## src/rtl/fp_sp_pkg.sv

```systemverilog
// Shared definitions for the single-precision FP datapath (divider and multiplier).
// Holds the field widths, the exponent bias, the canonical quiet NaN, the divider FSM
// state type and the operand class type produced by fp_sp_classify.
package fp_sp_pkg;

    localparam int EXP_W   = 8;
    localparam int MAN_W   = 23;
    localparam int BIAS    = 127;
    localparam int EXP_MAX = 255;

    localparam logic [31:0] QNAN = 32'h7FC00000;

    // Divider working widths: mantissa with hidden bit, quotient, remainder.
    localparam int SIG_W = MAN_W + 1;   // 24
    localparam int QUO_W = MAN_W + 2;   // 25
    localparam int REM_W = MAN_W + 3;   // 26

    typedef enum logic [1:0] {
        ST_IDLE,
        ST_DIV,
        ST_NORM
    } state_t;

    typedef enum logic [1:0] {
        CLS_ZERO,
        CLS_NORM,
        CLS_INF,
        CLS_NAN
    } fp_class_t;

endpackage

```

## src/rtl/fp_sp_classify.sv

```systemverilog
// Combinational operand classifier for single-precision values.
// Ports:
//   x    in   32  IEEE 754 single-precision operand
//   sign out  1   sign bit of x
//   cls  out  2   class: zero (denormals flushed), normal, infinity, NaN
module fp_sp_classify
    import fp_sp_pkg::*;
(
    input  logic [31:0] x,
    output logic        sign,
    output fp_class_t   cls
);

    logic [EXP_W-1:0] exp_f;
    logic [MAN_W-1:0] frac_f;

    assign sign   = x[31];
    assign exp_f  = x[30:23];
    assign frac_f = x[22:0];

    always_comb begin
        if (exp_f == '0) begin
            cls = CLS_ZERO;
        end else if (exp_f == '1) begin
            cls = (frac_f == '0) ? CLS_INF : CLS_NAN;
        end else begin
            cls = CLS_NORM;
        end
    end

endmodule

```

## src/rtl/floating_point_spdiv.sv

```systemverilog
// IEEE 754 single-precision divider, y = a / b, truncating (round toward zero).
// Restoring division, one quotient bit per clock; special operands bypass the loop.
// Ports:
//   clk     in   1   clock, rising edge
//   rst_n   in   1   synchronous reset, active low
//   y       out  32  quotient, held until the next result
//   u_flow  out  1   underflow flag, valid with done
//   o_flow  out  1   overflow / divide-by-zero flag, valid with done
//   busy    out  1   operation in progress
//   done    out  1   one-cycle result pulse
//   a       in   32  dividend, sampled when start is accepted
//   b       in   32  divisor, sampled when start is accepted
//   start   in   1   request, accepted only in IDLE
module floating_point_spdiv
    import fp_sp_pkg::*;
(
    input  logic        clk,
    input  logic        rst_n,
    output logic [31:0] y,
    output logic        u_flow,
    output logic        o_flow,
    output logic        busy,
    output logic        done,
    input  logic [31:0] a,
    input  logic [31:0] b,
    input  logic        start
);

    state_t state, state_next;

    // Operand classification
    fp_class_t cls_a, cls_b;
    logic      sign_a, sign_b;

    fp_sp_classify u_cls_a (.x(a), .sign(sign_a), .cls(cls_a));
    fp_sp_classify u_cls_b (.x(b), .sign(sign_b), .cls(cls_b));

    logic        sign_in;
    logic        is_special;
    logic [31:0] spec_y_in;
    logic        spec_o_in;

    assign sign_in    = sign_a ^ sign_b;
    assign is_special = (cls_a != CLS_NORM) || (cls_b != CLS_NORM);

    // Special-case result, priority ordered; 0/0 and inf/inf fall in the NaN bucket.
    always_comb begin
        spec_y_in = {sign_in, 31'b0};
        spec_o_in = 1'b0;
        if (cls_a == CLS_NAN || cls_b == CLS_NAN ||
            (cls_a == CLS_ZERO && cls_b == CLS_ZERO) ||
            (cls_a == CLS_INF  && cls_b == CLS_INF)) begin
            spec_y_in = QNAN;
        end else if (cls_a != CLS_INF && cls_b == CLS_ZERO) begin
            spec_y_in = {sign_in, 8'hFF, 23'b0};
            spec_o_in = 1'b1;
        end else if (cls_a == CLS_INF) begin
            spec_y_in = {sign_in, 8'hFF, 23'b0};
        end else begin
            spec_y_in = {sign_in, 31'b0};
        end
    end

    // Latched operation context
    logic             sign_r;
    logic [EXP_W-1:0] ea, eb;
    logic [SIG_W-1:0] mb;
    logic [REM_W-1:0] rem;
    logic [QUO_W-1:0] q;
    logic [4:0]       cnt;
    logic             special;
    logic [31:0]      spec_y;
    logic             spec_o;

    // One restoring step
    logic [REM_W-1:0] mb_ext;
    logic             rem_ge;
    logic [REM_W-1:0] rem_sub;
    logic [REM_W-1:0] rem_next;
    logic [QUO_W-1:0] q_next;

    assign mb_ext   = {2'b00, mb};
    assign rem_ge   = (rem >= mb_ext);
    assign rem_sub  = rem_ge ? (rem - mb_ext) : rem;
    assign rem_next = {rem_sub[REM_W-2:0], 1'b0};
    assign q_next   = {q[QUO_W-2:0], rem_ge};

    // Normaliser: the mantissa ratio lies in (0.5, 2), so at most one left shift.
    logic signed [9:0] exp_raw;
    logic signed [9:0] exp_adj;
    logic [MAN_W-1:0]  frac_n;
    logic [31:0]       norm_y;
    logic              norm_u;
    logic              norm_o;

    always_comb begin
        exp_raw = 10'($signed({2'b00, ea}) - $signed({2'b00, eb}) + BIAS);
        if (q[QUO_W-1]) begin
            exp_adj = exp_raw;
            frac_n  = q[MAN_W:1];
        end else begin
            exp_adj = exp_raw - 10'sd1;
            frac_n  = q[MAN_W-1:0];
        end
        norm_u = 1'b0;
        norm_o = 1'b0;
        if (exp_adj >= EXP_MAX) begin
            norm_y = {sign_r, 8'hFF, 23'b0};
            norm_o = 1'b1;
        end else if (exp_adj <= 0) begin
            norm_y = {sign_r, 31'b0};
            norm_u = 1'b1;
        end else begin
            norm_y = {sign_r, exp_adj[7:0], frac_n};
        end
    end

    // FSM
    always_ff @(posedge clk) begin
        if (!rst_n) begin
            state <= ST_IDLE;
        end else begin
            state <= state_next;
        end
    end

    always_comb begin
        state_next = state;
        case (state)
            ST_IDLE: if (start) state_next = is_special ? ST_NORM : ST_DIV;
            ST_DIV:  if (cnt == '0) state_next = ST_NORM;
            ST_NORM: state_next = ST_IDLE;
            default: state_next = ST_IDLE;
        endcase
    end

    // Datapath and outputs
    always_ff @(posedge clk) begin
        if (!rst_n) begin
            sign_r  <= 1'b0;
            ea      <= '0;
            eb      <= '0;
            mb      <= '0;
            rem     <= '0;
            q       <= '0;
            cnt     <= '0;
            special <= 1'b0;
            spec_y  <= '0;
            spec_o  <= 1'b0;
            y       <= '0;
            u_flow  <= 1'b0;
            o_flow  <= 1'b0;
            busy    <= 1'b0;
            done    <= 1'b0;
        end else begin
            done <= 1'b0;
            case (state)
                ST_IDLE: begin
                    if (start) begin
                        sign_r  <= sign_in;
                        ea      <= a[30:23];
                        eb      <= b[30:23];
                        mb      <= {1'b1, b[22:0]};
                        rem     <= {2'b00, 1'b1, a[22:0]};
                        q       <= '0;
                        cnt     <= 5'(QUO_W - 1);
                        special <= is_special;
                        spec_y  <= spec_y_in;
                        spec_o  <= spec_o_in;
                        busy    <= 1'b1;
                    end
                end
                ST_DIV: begin
                    rem <= rem_next;
                    q   <= q_next;
                    if (cnt != '0) cnt <= cnt - 5'd1;
                end
                ST_NORM: begin
                    if (special) begin
                        y      <= spec_y;
                        u_flow <= 1'b0;
                        o_flow <= spec_o;
                    end else begin
                        y      <= norm_y;
                        u_flow <= norm_u;
                        o_flow <= norm_o;
                    end
                    done <= 1'b1;
                    busy <= 1'b0;
                end
                default: ;
            endcase
        end
    end

endmodule

```

## config.mk

```make
export PLATFORM = sky130hd
export DESIGN_NAME = floating_point_spdiv
export DESIGN_NICKNAME = d
export VERILOG_FILES = /design/src/rtl/fp_sp_pkg.sv /design/src/rtl/fp_sp_classify.sv /design/src/rtl/floating_point_spdiv.sv
export SDC_FILE = /design/constraint.sdc
export NUM_CORES = 1
export LEC_CHECK = 0
export ABC_CLOCK_PERIOD_IN_PS = 5780
export BUFFER_PORTS_ARGS = -buffer_cell sky130_fd_sc_hd__buf_2
export CORE_ASPECT_RATIO = 1.4
export CORE_UTILIZATION = 35
export CTS_BUF_LIST = sky130_fd_sc_hd__clkbuf_2
export CTS_CLUSTER_DIAMETER = 100
export DETAILED_ROUTE_END_ITERATION = 10
export PLACE_DENSITY = 0.52
export SETUP_SLACK_MARGIN = 0.15
export SYNTH_ARGS = -nofsm -noshare
export SYNTH_HDL_FRONTEND = slang
export SYNTH_HIERARCHICAL = 1
export SYNTH_SLANG_ARGS = --single-unit
```

## constraint.sdc

```tcl
create_clock -name clk -period 5.78 [get_ports clk]
set_clock_uncertainty 0.1 [all_clocks]
set_input_delay 0.289 -clock clk [delete_from_list [all_inputs] [get_ports clk]]
set_output_delay 0.289 -clock clk [all_outputs]
set_load 0.01 [all_outputs]
```

== Word level (Yosys, flattened, before mapping) ==
Cells that the tools add are included.
Widths: inputs -> output; s select.

* Reductions and logical operators: 23
* Magnitude comparators: 3
* Bitwise logic cells: 1
* Eq/ne operators: 14
* Muxes and demuxes: 36
* Add/subtract/negate cells: 5

{| class="wikitable"
|+ Operators with widths
! operator !! count
|-
| $mux 31 || 4
|-
| $mux 32 || 2
|-
| $pmux 26 s2 || 1
|-
| $mux 25 || 2
|-
| $pmux 25 s2 || 1
|-
| $logic_not 23->1 || 2
|-
| $ge 26x24->1 || 1
|-
| $mux 26 || 1
|-
| $sub 25x24->25 || 1
|-
| $mux 23 || 1
|-
| $eq 8x8->1 const B || 2
|-
| $logic_not 8->1 || 2
|-
| $mux 2 || 7
|-
| $mux 1 || 11
|-
| $add 9x8->10 const B || 1
|-
| $eq 2x2->1 const B || 5
|-
| $ge 10x9->1 const B || 1
|-
| $le 10x1->1 const B || 1
|-
| $mux 10 || 1
|-
| $mux 5 || 2
|-
| $pmux 5 s2 || 1
|-
| $sub 10x2->10 const B || 1
|-
| $sub 8x8->9 || 1
|-
| $ne 2x2->1 const B || 4
|-
| 14 further kinds || 26
|}

* Flip-flop bits (word level): 169
* Logic and storage cells: 98

== Logic depth before layout (Yosys ltp) ==
* Word-level depth: 9
* Depth in mapped cells: 16

== By module ==
Netlist, hierarchy kept.

{| class="wikitable"
|+ Modules (own cells, without submodules)
! module !! seq. area each (um2) !! cells an instance !! area an instance (um2) !! instances
|-
| floating_point_spdiv || 2802.7 || 998 || 7976.4 || 1
|-
| fp_sp_classify || 0.0 || 15 || 103.8 || 2
|}

== Worst setup path before layout ==
OpenSTA, ideal clock, no wires.

* Path type: register to register
* Start point: register ea[0]
* End point: register y[10]
* Cell stages (with the launch flop): 17
* Setup time: 0.117 ns
* Setup slack: 2.368 ns
* Data arrival time: 3.195 ns
* Path through: dfxtp_1 inv_1 ha_1 inv_1 fa_1 inv_1 ha_1 xnor3_2 nor2b_1 nand2_1 mux2i_1 or2_2 a2111oi_2 o211ai_1 nor4b_4 buf_6 a32o_1

* Word-level cells in the longest chain between the ends: 8
* Elaborated cells between the ends (all ways): 9
* Classes of those cells: add/sub: 3; order compare: 2; mux: 4

{| class="wikitable"
|+ RTL lines
! element !! line !! text
|-
| start, declared || floating_point_spdiv.sv:66 || <nowiki>logic [EXP_W-1:0] ea, eb;</nowiki>
|-
| start signal, assigned || floating_point_spdiv.sv:161 || <nowiki>ea <= a[30:23];</nowiki>
|-
| $sub 8x8->9 (*) || floating_point_spdiv.sv:97 || <nowiki>exp_raw = 10'($signed({2'b00, ea}) - $signed({2'b00, eb}) + BIAS);</nowiki>
|-
| $add 9x8->10 (*) || floating_point_spdiv.sv:97 ||
|-
| $sub 10x2->10 || floating_point_spdiv.sv:102 || <nowiki>exp_adj = exp_raw - 10'sd1;</nowiki>
|-
| $mux 10 (*) || floating_point_spdiv.sv:98 || <nowiki>if (q[QUO_W-1]) begin</nowiki>
|-
| $le 10x1->1 || floating_point_spdiv.sv:110 || <nowiki>end else if (exp_adj <= 0) begin</nowiki>
|-
| $mux 31 || floating_point_spdiv.sv:110 ||
|-
| $mux 31 (*) || floating_point_spdiv.sv:107 || <nowiki>if (exp_adj >= EXP_MAX) begin</nowiki>
|-
| $mux 32 (*) || floating_point_spdiv.sv:179 || <nowiki>if (special) begin</nowiki>
|-
| end signal, assigned || floating_point_spdiv.sv:180 || <nowiki>y <= spec_y;</nowiki>
|-
| end signal, assigned || floating_point_spdiv.sv:184 || <nowiki>y <= norm_y;</nowiki>
|-
| end, declared || floating_point_spdiv.sv:19 || <nowiki>output logic [31:0] y,</nowiki>
|}

Mark *: on every way between the ends. The rest lies on a longest branch, timed or not.
A chain may end at the register's enable or synchronous reset.

== Worst setup path after layout ==
* Start point: register ea[0]
* End point: register y[22]

Same word-level chain as after synthesis.

==> results.md <==
* Largest stage delay on the critical path at a little over 0.4 ns
* Vias per inst at 5.17
* Most used cell, CP: inv_1
* Placed Instance Area at 8890 um^2
* Clock tree buffer depth at 2
* Synthesized area at 8180 um^2
* Core Region at 22,800 um^2
* CP startpoint kind: register
* Ys Warns at 6
* Relative slew slack at 0.276
* Die X at 131 um
* GRT busiest layer: met2
* Share of cells above drive strength 1 at 0.162
* Critical path arrival at about 4.4 ns
* GRT Total Usage at 0.192
* Clock root cell: clkbuf_2
* Sequential share of the synthesized area at 0.342
* CTS tree: built
* Fin Hold WS at between 0.1 and 0.15 ns
* Fin crit share at 0.652
* CTS Sinks at 140
* FP Rows at 65
* Max-Cap Viols at 0
* First-pass GRT wire length at 37,400 um
* Worst Max-Slew Pin Slew at between 1 and 1.5 ns
* Residual DRC at 0
* Via count at roughly 7,600
* Met2 usage at 0.332
* EDFF count, synth at 0
* Post-route ant nets at 0
* H-tree depth at 4
* Largest net degree at the start of global routing at 96
* Area delta synth->final at 20.1%
* Port Buffers at 102
* Final core utilization at 0.432
* Cells after Synth at 1,028
* Peak VDD IR at around 150 uV
* Nets at about 1,300
* Area occupied by multi-input gates at 4970 um^2
* Post-synth cell types at approximately 70
* Crit-path leading delay family: compound AO/OA/AOI/OAI gates
* Clock transition at path regs at 0.26 ns
* Crit-path max FO at 23
* Hold crit path type: primary input to register
* Data required, critical path at 6.36 ns
* Drt pass-1 iters at 5
* PD cells at between 300 and 400 nW/um^2
* Drt initial violations at 333
* Post-Syn Nets at 1,133
* Die area at ~24,000 um^2
* DP Cell Count at approximately 1,400
* CP endpoint kind: register
* Sequential cell area at 2800 um^2
* Clk Latency, worst-skew pair at 0.76 ns
* DP Wirelength at approximately 15,000 um
* Synthesized area per cell at 7.96 um^2
* DRT Wirelength at 22,800 um
* Crit-path cells: inv_1, ha_1, inv_1, fa_1, inv_1, ha_1, xnor3_2, nor2b_1, nand2_1, mux2i_1, or2_2, a2111oi_2, o211ai_1, nor4b_4, buf_4, a32o_1
* Setup TNS at 0 ns
* Synth Register Bits at 140
* Placer Congestion at 0.832
* Post-synth ARST share at 0
* Main synth FF type: dfxtp_1
* I/O pin count at 103
* Fmax at roughly 270 MHz
* Initial antenna violation count at 1
* Final Instance Count excl. Fillers at 1,474
* Buf+Inv Stages, Crit Path at 4
* Grt total ovfl at 0
* Critical path class: register to register
* TritonCTS buffer count at 17
* Min cycle time layout at 3.77 ns
* Final hold viol count at 0
* Slowest CP cell: fa_1
* Final setup fails at 0
* Chip Height at between 150 and 200 um
* RSZ-0062 raised after global routing: false
* Status: complete, no violations
* Met3 Use GR at 0.0279
* # fillers at about 2,400
* Setup Buffers After CTS at 0
* P_leak at 4.02 nW
* Routed wire per std cell at 15.5 um
* Max-slew violations at 0
* Initial Utilization at 0.359
* Vias in the first global route at 7,414
* Grt met1 use at 0.242
* Design Area, Final at 9830 um^2
[cells in the mapped netlist, drive strengths merged (13+ instances only)]
library cell / instances / area (um^2)
a21boi: 53 / 398
a21o: 15 / 113
a21oi: 54 / 270
a31oi: 23 / 159
a32o: 24 / 240
clkbuf: 52 / 195
dfxtp: 140 / 2800
ha: 36 / 450
inv: 46 / 173
mux2: 26 / 293
nand2: 224 / 841
nand2b: 14 / 87.6
nand3: 65 / 325
nor2: 29 / 109
nor4: 14 / 100
o21ai: 32 / 160
xnor2: 25 / 219
xor2: 13 / 121
[worst reg2reg max path: stages (launching register included)]
cell and delay [ns]:
dfxtp_1 0.38, inv_1 0.04, ha_1 0.19, inv_1 0.07
fa_1 0.41, inv_1 0.11, ha_1 0.18, xnor3_2 0.30
nor2b_1 0.16, nand2_1 0.06, mux2i_1 0.12, or2_2 0.34
a2111oi_2 0.36, o211ai_1 0.18, nor4b_4 0.17, buf_4 0.24
a32o_1 0.29
[cell families after synthesis]
logic type      synth area share
simple gates               0.237
buf+inv                   0.0537
mux                       0.0419
xor+xnor                  0.0445
fa+ha+maj                 0.0599
compound gates             0.221
flops                      0.342
[metrics by stage]
| stage | worst slack (ns) | total power [mW] |
|---|---|---|
| 2_1_floorplan | 2.37 | 2.20 |
| 3_3_place_gp | 2.09 | 2.52 |
| 3_5_place_dp | 2.07 | 2.51 |
| 4_1_cts | 2.02 | 3.22 |
| 5_1_grt | 1.75 | 3.43 |
| 6_report | 2.01 | 3.18 |
[registers in the layout, indices dropped and copies added (netlist names), 2 cells and up]
name    flops
mb         24
state       2
eb          8
cnt         5
ea          8
spec_y      3
rem        26
y          32
q          25
[power by group]
group	internal, mW	switching, mW	leakage (nW)
logic	0.565	0.862	2.72
clock network	0.191	0.466	0.161
registers	1.04	0.0562	1.14
[layout make-up]
type,count,area share
Antenna cell,2,0.000509
Clock buffer,17,0.00866
Clock inverter,15,0.0197
Inverter,47,0.0180
Multi-Input combinational cell,777,0.505
Sequential cell,140,0.285
Tap cell,301,0.0383
Timing Repair Buffer,175,0.124
[layer usage]
layer | share of wire | routed length (um)
met2 | 0.49 | 11100
met1 | 0.46 | 10600
met4 | 0.018 | 422
met5 | 0 | 0
met3 | 0.029 | 659
[cell usage in the layout, fill, tap and decap left out, types with 8 or more instances in the layout]
| cell type | netlist | final |
|---|---|---|
| a31oi_1 | 22 | 22 |
| nor3_1 | 11 | 11 |
| xor2_1 | 12 | 12 |
| a21oi_1 | 54 | 54 |
| clkbuf_2 | 0 | 17 |
| a21boi_0 | 53 | 53 |
| a32o_1 | 24 | 24 |
| a21o_1 | 15 | 15 |
| nor2b_1 | 11 | 9 |
| nor4_1 | 12 | 12 |
| buf_4 | 2 | 8 |
| nand3_1 | 65 | 65 |
| nand2_1 | 224 | 224 |
| ha_1 | 36 | 36 |
| xnor2_1 | 25 | 25 |
| mux2_2 | 26 | 26 |
| buf_2 | 0 | 102 |
| inv_1 | 46 | 46 |
| nor2_1 | 29 | 29 |
| nand2b_1 | 14 | 12 |
| o21ai_0 | 31 | 31 |
| dfxtp_1 | 140 | 140 |
| dlygate4sd3_1 | 0 | 65 |
[repair_timing]
action / in CTS / in global routing
hold buffers: 65 / 0
gates resized for setup: 0 / 0
hold endpoints to repair: 67 / 0
[final timing paths]
path          start       to  slack, ns  cells after the start
min reg2reg  mb[13]   mb[13]       0.37                      2
max           ea[0]    y[22]       2.01                     16
max reg2reg   ea[0]    y[22]       2.01                     16
min           rst_n  rem[13]       0.10                      3
No activity file was read; power rests on OpenSTA's default activity.
